<file path="config.mk">
export PLATFORM = sky130hd
export DESIGN_NAME = core_itcm_arb_flat
export DESIGN_NICKNAME = d
export VERILOG_FILES = /design/src/rtl/core_itcm_arb_pkg.sv /design/src/rtl/core_itcm_arb_if.sv /design/src/rtl/core_itcm_prio.sv /design/src/rtl/core_itcm_arb.sv /design/src/flat_wrapper.sv
export SDC_FILE = /design/constraint.sdc
export NUM_CORES = 1
export LEC_CHECK = 0
export BUFFER_PORTS_ARGS = -buffer_cell sky130_fd_sc_hd__buf_2
export CORE_AREA = 2 2 100 102
export CTS_CLUSTER_DIAMETER = 50
export DETAILED_ROUTE_END_ITERATION = 10
export DIE_AREA = 0 0 102 104
export HOLD_SLACK_MARGIN = 0.15
export SYNTH_ARGS = -nofsm -noshare
export SYNTH_HDL_FRONTEND = slang
export SYNTH_SLANG_ARGS = --single-unit
</file>
<file path="constraint.sdc">
create_clock -name clk_i -period 2.2 [get_ports clk_i]
set_input_delay 0.11 -clock clk_i [delete_from_list [all_inputs] [get_ports clk_i]]
set_output_delay 0.11 -clock clk_i [all_outputs]
set_load 0.01 [all_outputs]
</file>
<file path="src/rtl/core_itcm_arb_pkg.sv">
// Shared types and constants for the ITCM arbiter slice.
package core_itcm_arb_pkg;

    localparam int unsigned ITCM_AW_DEFAULT = 14;
    localparam int unsigned BE_W            = 4;
    localparam logic [BE_W-1:0] BE_FULL     = 4'hF;

    // Which port owns the response presented in the cycle after a grant.
    typedef enum logic [1:0] {
        OWNER_NONE = 2'd0,
        OWNER_INST = 2'd1,
        OWNER_DATA = 2'd2
    } resp_owner_e;

    // Response-ownership pipeline stage captured at grant.
    typedef struct packed {
        resp_owner_e owner;
        logic        err;
        logic        rd;
    } resp_t;

endpackage

</file>
<file path="src/rtl/core_itcm_arb_if.sv">
// Fetch, load/store and SRAM signal bundle seen by the ITCM arbiter.
interface core_itcm_arb_if #(
    parameter int unsigned ADDR_W  = 32,
    parameter int unsigned DATA_W  = 32,
    parameter int unsigned ITCM_AW = 14
);
    logic                                inst_req_i;
    logic [ADDR_W-1:0]                   inst_addr_i;
    logic                                inst_gnt_o;
    logic                                inst_rvalid_o;
    logic [DATA_W-1:0]                   inst_rdata_o;
    logic                                inst_err_o;
    logic                                inst_flush_i;

    logic                                data_req_i;
    logic                                data_we_i;
    logic [core_itcm_arb_pkg::BE_W-1:0]  data_be_i;
    logic [ADDR_W-1:0]                   data_addr_i;
    logic [DATA_W-1:0]                   data_wdata_i;
    logic                                data_gnt_o;
    logic                                data_rvalid_o;
    logic [DATA_W-1:0]                   data_rdata_o;
    logic                                data_err_o;

    logic                                mem_en_o;
    logic                                mem_we_o;
    logic [core_itcm_arb_pkg::BE_W-1:0]  mem_be_o;
    logic [ITCM_AW-1:0]                  mem_addr_o;
    logic [DATA_W-1:0]                   mem_wdata_o;
    logic [DATA_W-1:0]                   mem_rdata_i;

    // Arbiter side.
    modport slave (
        input  inst_req_i, inst_addr_i, inst_flush_i,
        input  data_req_i, data_we_i, data_be_i, data_addr_i, data_wdata_i,
        input  mem_rdata_i,
        output inst_gnt_o, inst_rvalid_o, inst_rdata_o, inst_err_o,
        output data_gnt_o, data_rvalid_o, data_rdata_o, data_err_o,
        output mem_en_o, mem_we_o, mem_be_o, mem_addr_o, mem_wdata_o
    );

    // Requesters plus SRAM side.
    modport master (
        output inst_req_i, inst_addr_i, inst_flush_i,
        output data_req_i, data_we_i, data_be_i, data_addr_i, data_wdata_i,
        output mem_rdata_i,
        input  inst_gnt_o, inst_rvalid_o, inst_rdata_o, inst_err_o,
        input  data_gnt_o, data_rvalid_o, data_rdata_o, data_err_o,
        input  mem_en_o, mem_we_o, mem_be_o, mem_addr_o, mem_wdata_o
    );
endinterface

</file>
<file path="src/rtl/core_itcm_prio.sv">
// Fixed-priority pick (data first) with a starvation guard for the fetch port.
module core_itcm_prio #(
    parameter int unsigned STARVE_MAX = 4
) (
    input  logic clk_i,
    input  logic rst_i,
    input  logic inst_req_i,
    input  logic data_req_i,
    output logic grant_inst,
    output logic grant_data
);

    localparam int unsigned CNT_W = (STARVE_MAX < 1) ? 1 : $clog2(STARVE_MAX + 1);

    logic [CNT_W-1:0] starve_cnt;
    logic             starved_c;

    assign starved_c = (starve_cnt == CNT_W'(STARVE_MAX));

    // Data wins unless the waiting fetch has been passed over STARVE_MAX times.
    always_comb begin
        grant_inst = 1'b0;
        grant_data = 1'b0;
        if (!rst_i) begin
            if (data_req_i && !(inst_req_i && starved_c)) begin
                grant_data = 1'b1;
            end else if (inst_req_i) begin
                grant_inst = 1'b1;
            end
        end
    end

    // Count consecutive data grants taken while a fetch is waiting.
    always_ff @(posedge clk_i) begin
        if (rst_i) begin
            starve_cnt <= '0;
        end else if (!inst_req_i || grant_inst) begin
            starve_cnt <= '0;
        end else if (grant_data && !starved_c) begin
            starve_cnt <= starve_cnt + CNT_W'(1);
        end
    end

endmodule

</file>
<file path="src/rtl/core_itcm_arb.sv">
// Single-port ITCM arbiter: grant muxing onto the SRAM and 1-cycle response routing.
module core_itcm_arb
    import core_itcm_arb_pkg::*;
#(
    parameter int unsigned ADDR_W     = 32,
    parameter int unsigned DATA_W     = 32,
    parameter int unsigned ITCM_AW    = ITCM_AW_DEFAULT,
    parameter int unsigned STARVE_MAX = 4
) (
    input  logic            clk_i,
    input  logic            rst_i,
    core_itcm_arb_if.slave  bus
);

    localparam int unsigned HI_LSB = ITCM_AW + 2;

    logic               grant_inst;
    logic               grant_data;
    logic               inst_in_range_c;
    logic               data_in_range_c;
    logic [ITCM_AW-1:0] inst_word_c;
    logic [ITCM_AW-1:0] data_word_c;

    logic               mem_en_c;
    logic               mem_we_c;
    logic [BE_W-1:0]    mem_be_c;
    logic [ITCM_AW-1:0] mem_addr_c;
    logic [DATA_W-1:0]  mem_wdata_c;

    resp_t              resp_d;
    resp_t              resp_q;

    logic               inst_valid_c;
    logic               data_valid_c;
    logic               unused_addr_bits;

    core_itcm_prio #(
        .STARVE_MAX (STARVE_MAX)
    ) u_prio (
        .clk_i      (clk_i),
        .rst_i      (rst_i),
        .inst_req_i (bus.inst_req_i),
        .data_req_i (bus.data_req_i),
        .grant_inst (grant_inst),
        .grant_data (grant_data)
    );

    // Address decode: anything above the ITCM window is an error.
    assign inst_in_range_c  = (bus.inst_addr_i[ADDR_W-1:HI_LSB] == '0);
    assign data_in_range_c  = (bus.data_addr_i[ADDR_W-1:HI_LSB] == '0);
    assign inst_word_c      = bus.inst_addr_i[HI_LSB-1:2];
    assign data_word_c      = bus.data_addr_i[HI_LSB-1:2];
    assign unused_addr_bits = ^{bus.inst_addr_i[1:0], bus.data_addr_i[1:0]};

    // Steer the granted, in-range request onto the SRAM port.
    always_comb begin
        mem_en_c    = 1'b0;
        mem_we_c    = 1'b0;
        mem_be_c    = '0;
        mem_addr_c  = '0;
        mem_wdata_c = '0;
        if (grant_data && data_in_range_c) begin
            mem_en_c    = 1'b1;
            mem_we_c    = bus.data_we_i;
            mem_be_c    = bus.data_we_i ? bus.data_be_i : BE_FULL;
            mem_addr_c  = data_word_c;
            mem_wdata_c = bus.data_wdata_i;
        end else if (grant_inst && inst_in_range_c) begin
            mem_en_c    = 1'b1;
            mem_be_c    = BE_FULL;
            mem_addr_c  = inst_word_c;
        end
    end

    // Next response owner; a fetch flushed in its grant cycle never claims the response.
    always_comb begin
        resp_d = '{owner: OWNER_NONE, err: 1'b0, rd: 1'b0};
        if (grant_data) begin
            resp_d = '{owner: OWNER_DATA, err: !data_in_range_c, rd: !bus.data_we_i};
        end else if (grant_inst && !bus.inst_flush_i) begin
            resp_d = '{owner: OWNER_INST, err: !inst_in_range_c, rd: 1'b1};
        end
    end

    // Response-ownership pipeline register.
    always_ff @(posedge clk_i) begin
        if (rst_i) begin
            resp_q <= '{owner: OWNER_NONE, err: 1'b0, rd: 1'b0};
        end else begin
            resp_q <= resp_d;
        end
    end

    assign inst_valid_c = !rst_i && (resp_q.owner == OWNER_INST) && !bus.inst_flush_i;
    assign data_valid_c = !rst_i && (resp_q.owner == OWNER_DATA);

    assign bus.inst_gnt_o    = grant_inst;
    assign bus.data_gnt_o    = grant_data;
    assign bus.mem_en_o      = mem_en_c;
    assign bus.mem_we_o      = mem_we_c;
    assign bus.mem_be_o      = mem_be_c;
    assign bus.mem_addr_o    = mem_addr_c;
    assign bus.mem_wdata_o   = mem_wdata_c;

    assign bus.inst_rvalid_o = inst_valid_c;
    assign bus.inst_err_o    = inst_valid_c && resp_q.err;
    assign bus.inst_rdata_o  = (inst_valid_c && resp_q.rd && !resp_q.err) ? bus.mem_rdata_i : '0;

    assign bus.data_rvalid_o = data_valid_c;
    assign bus.data_err_o    = data_valid_c && resp_q.err;
    assign bus.data_rdata_o  = (data_valid_c && resp_q.rd && !resp_q.err) ? bus.mem_rdata_i : '0;

endmodule

</file>
<file path="src/flat_wrapper.sv">
// flat-port wrapper written by rule: the top's interface ports become plain ports
module core_itcm_arb_flat import core_itcm_arb_pkg::*;
#(
    parameter int unsigned ADDR_W     = 32,
    parameter int unsigned DATA_W     = 32,
    parameter int unsigned ITCM_AW    = ITCM_AW_DEFAULT,
    parameter int unsigned STARVE_MAX = 4
)
  (clk_i, rst_i, bus_inst_req_i, bus_inst_addr_i, bus_inst_flush_i, bus_data_req_i, bus_data_we_i, bus_data_be_i, bus_data_addr_i, bus_data_wdata_i, bus_mem_rdata_i, bus_inst_gnt_o, bus_inst_rvalid_o, bus_inst_rdata_o, bus_inst_err_o, bus_data_gnt_o, bus_data_rvalid_o, bus_data_rdata_o, bus_data_err_o, bus_mem_en_o, bus_mem_we_o, bus_mem_be_o, bus_mem_addr_o, bus_mem_wdata_o);
  core_itcm_arb_if #(.ADDR_W(ADDR_W), .DATA_W(DATA_W), .ITCM_AW(ITCM_AW)) bus_i ();
  input  logic clk_i;
  input  logic rst_i;
  input wire logic [$bits(bus_i.inst_req_i)-1:0] bus_inst_req_i;
  input wire logic [$bits(bus_i.inst_addr_i)-1:0] bus_inst_addr_i;
  input wire logic [$bits(bus_i.inst_flush_i)-1:0] bus_inst_flush_i;
  input wire logic [$bits(bus_i.data_req_i)-1:0] bus_data_req_i;
  input wire logic [$bits(bus_i.data_we_i)-1:0] bus_data_we_i;
  input wire logic [$bits(bus_i.data_be_i)-1:0] bus_data_be_i;
  input wire logic [$bits(bus_i.data_addr_i)-1:0] bus_data_addr_i;
  input wire logic [$bits(bus_i.data_wdata_i)-1:0] bus_data_wdata_i;
  input wire logic [$bits(bus_i.mem_rdata_i)-1:0] bus_mem_rdata_i;
  output wire logic [$bits(bus_i.inst_gnt_o)-1:0] bus_inst_gnt_o;
  output wire logic [$bits(bus_i.inst_rvalid_o)-1:0] bus_inst_rvalid_o;
  output wire logic [$bits(bus_i.inst_rdata_o)-1:0] bus_inst_rdata_o;
  output wire logic [$bits(bus_i.inst_err_o)-1:0] bus_inst_err_o;
  output wire logic [$bits(bus_i.data_gnt_o)-1:0] bus_data_gnt_o;
  output wire logic [$bits(bus_i.data_rvalid_o)-1:0] bus_data_rvalid_o;
  output wire logic [$bits(bus_i.data_rdata_o)-1:0] bus_data_rdata_o;
  output wire logic [$bits(bus_i.data_err_o)-1:0] bus_data_err_o;
  output wire logic [$bits(bus_i.mem_en_o)-1:0] bus_mem_en_o;
  output wire logic [$bits(bus_i.mem_we_o)-1:0] bus_mem_we_o;
  output wire logic [$bits(bus_i.mem_be_o)-1:0] bus_mem_be_o;
  output wire logic [$bits(bus_i.mem_addr_o)-1:0] bus_mem_addr_o;
  output wire logic [$bits(bus_i.mem_wdata_o)-1:0] bus_mem_wdata_o;
  assign bus_i.inst_req_i = bus_inst_req_i;
  assign bus_i.inst_addr_i = bus_inst_addr_i;
  assign bus_i.inst_flush_i = bus_inst_flush_i;
  assign bus_i.data_req_i = bus_data_req_i;
  assign bus_i.data_we_i = bus_data_we_i;
  assign bus_i.data_be_i = bus_data_be_i;
  assign bus_i.data_addr_i = bus_data_addr_i;
  assign bus_i.data_wdata_i = bus_data_wdata_i;
  assign bus_i.mem_rdata_i = bus_mem_rdata_i;
  assign bus_inst_gnt_o = bus_i.inst_gnt_o;
  assign bus_inst_rvalid_o = bus_i.inst_rvalid_o;
  assign bus_inst_rdata_o = bus_i.inst_rdata_o;
  assign bus_inst_err_o = bus_i.inst_err_o;
  assign bus_data_gnt_o = bus_i.data_gnt_o;
  assign bus_data_rvalid_o = bus_i.data_rvalid_o;
  assign bus_data_rdata_o = bus_i.data_rdata_o;
  assign bus_data_err_o = bus_i.data_err_o;
  assign bus_mem_en_o = bus_i.mem_en_o;
  assign bus_mem_we_o = bus_i.mem_we_o;
  assign bus_mem_be_o = bus_i.mem_be_o;
  assign bus_mem_addr_o = bus_i.mem_addr_o;
  assign bus_mem_wdata_o = bus_i.mem_wdata_o;
  core_itcm_arb #(.ADDR_W(ADDR_W), .DATA_W(DATA_W), .ITCM_AW(ITCM_AW), .STARVE_MAX(STARVE_MAX)) u_core (.clk_i(clk_i), .rst_i(rst_i), .bus(bus_i));
endmodule
</file>
==> flow_metrics.tcl <==
set metrics [dict create \
    portBuffers 255 \
    p_leak_nw 1.79 \
    period_needed_ns 2.01 \
    status "completed" \
    final_cells 569 \
    clk_latency_ns 0.23 \
    critPathArrivalTime_ns 1.90 \
    wl_per_cell_um 11.7 \
    routabilityCongestion 0.768 \
    powerDensity_nw_per_um2 172 \
    cts_setup_buffers 0 \
    setup-tns-final_ns 0 \
    synth_nets 320 \
    drive_gt1_frac 0.629 \
    netlist_instances 180 \
    start_util 0.141 \
    mostFrequentLayoutCells "buf_2 (255), and2_1 (99), a22o_1 (13)" \
    ys.flop_type "dfxtp_1" \
    maxCapViolations 0 \
    grt_overflow 0 \
    htreeDepth 1 \
    fin_nets 575 \
    die_h_um 104 \
    dp_cells 560 \
    cts_root_buf "clkbuf_8" \
    tightestPinTransition_ns 0.318 \
    grt_pass1_wl_um 9470 \
    via_per_inst 3.95 \
    synth_edf_count 0 \
    timing_hold_violations_final 0 \
    grt_use_total 0.110 \
    critPathLaunchType "input pin" \
    path_clk_slew_ns 0.04 \
    maxSlewViolCount 0 \
    min_period_over_period 0.915 \
    ir_worst_vdd_v 0.000122 \
    cp.required_ns 2.09 \
    postRouteWirelength_um 6660 \
    cp_max_fo 51 \
    antenna_found_initial 2 \
    yosys_warnings 0 \
    area_delta_synth_final_pct 109 \
    synth_cell_type_count 32 \
    die_area_um2 10600 \
    pin_count 260 \
    path_class "input pin to primary output" \
    synth_area_um2 1350 \
    fin_ws_ns 0.186 \
    ys_ff_latch 7 \
    synthTopCellsByArea "and2_1 (46%), dfxtp_1 (10%), a22o_1 (8.4%)" \
    slew_headroom 0.786 \
    clockBufferDepth 2 \
    cts_tree "done" \
    ant_nets 0 \
    fillers 1059 \
    cts-resized-gates 0 \
    first_iter_violations 82 \
    async_reset_ff_frac 0 \
    grt_pass1_vias 2063 \
    core_um2 9550 \
    rsz0062_at_grt "no" \
    syn_avg_cell_area_um2 7.50 \
    grt_max_degree 52 \
    synth.yosys.seq_area_share 0.104 \
    vias 2246 \
    final_common_cell "buf_2" \
    dp.final_hpwl_um 5940 \
    finClkSkew_ns 0.00519 \
    dr.pass1.iters 4 \
    cts_buffers 3 \
    remaining_drc_errors 0 \
    synth_top_cell_by_area "and2_1" \
    final_core_util 0.295 \
    place_ws_ns 0.431 \
    placementRows 36 \
    die_w_um 102 \
    end_kind "primary output" \
    clkSinkCount 7 \
    setup_viol 0 \
    min_path_type "input pin to flop" \
    fmax_ghz 0.497 \
    synth.top_cell.area_share 0.459 \
]
cell families (layout without fill, tap and decap cells):
family,Yosys count,in the layout,share of synthesized area
compound gates,23,23,0.146
fa+ha+maj,2,2,0.0185
buf+inv,17,271,0.0834
flops,7,7,0.104
mux,1,1,0.00741
other cells,0,2,0
simple gates,130,130,0.641
through the flow:
step	hold WS (ns)	area, um^2	power, mW
floorplan	0.182	1350	0.167
global placement	0.363	2740	0.304
detailed placement	0.371	2740	0.308
CTS	0.158	2820	0.492
global route	0.175	2820	0.519
finish	0.168	2820	0.486
worst max-delay path, stage by stage:
cell	delay (ns)
dlygate4sd3_1	0.53
buf_2	0.14
nor2b_1	0.21
nand2_1	0.21
nor2_4	0.18
buf_12	0.20
a22o_1	0.18
buf_2	0.13
sequential cells by signal (all words and copies together) (netlist names):
signal	flops
u_core.resp_q	4
u_core.u_prio.starve_cnt	3
routing by layer:
layer  share of wire  global-route usage
met3            0.11              0.0161
met4          0.0068              0.0343
met5               0                   0
met2            0.55               0.233
met1            0.33               0.101
power by group:
group	leakage (nW)	internal (mW)	switching [mW]	total (mW)
combinational	1.71	0.105	0.0668	0.172
sequential	0.0574	0.132	0.00326	0.136
clock	0.0228	0.125	0.0532	0.178
timing repair:
action / in CTS / in global routing
hold buffers: 3 / 0
endpoints found under the setup margin: 0 / 0
endpoints found under the hold margin: 2 / 0
cell usage after synthesis (all sizes together), types with 2 or more instances:
library cell   n
a21boi         4
a22o          14
and2          99
and3b          2
buf            6
clkbuf         6
dfxtp          7
ha             2
inv            5
nand2          3
nand4          2
nor2           5
nor2b          5
nor3b          2
nor4           8
o22ai          2
layout make-up:
class                   count  area, um^2  area share
diodes                      2        5.00     0.00177
inverters                   5        18.8     0.00665
repair buffers            262        1350       0.478
multi-input cells         156        1100       0.389
clock buffers               4        45.0      0.0160
well taps                 133         166      0.0590
flip-flops and latches      7         140      0.0497
worst paths after layout:
check,slack (ns),to,from,cells after the start
worst max-delay path,0.19,bus_mem_addr_o[2],bus_data_req_i,8
worst min register to register,0.46,u_core.u_prio.starve_cnt[0],u_core.u_prio.starve_cnt[0],1
worst max register to register,0.51,u_core.resp_q[2],u_core.u_prio.starve_cnt[0],5
worst min-delay path,0.17,u_core.resp_q[1],rst_i,2
Note: power is estimated with default switching activity, not from simulation.
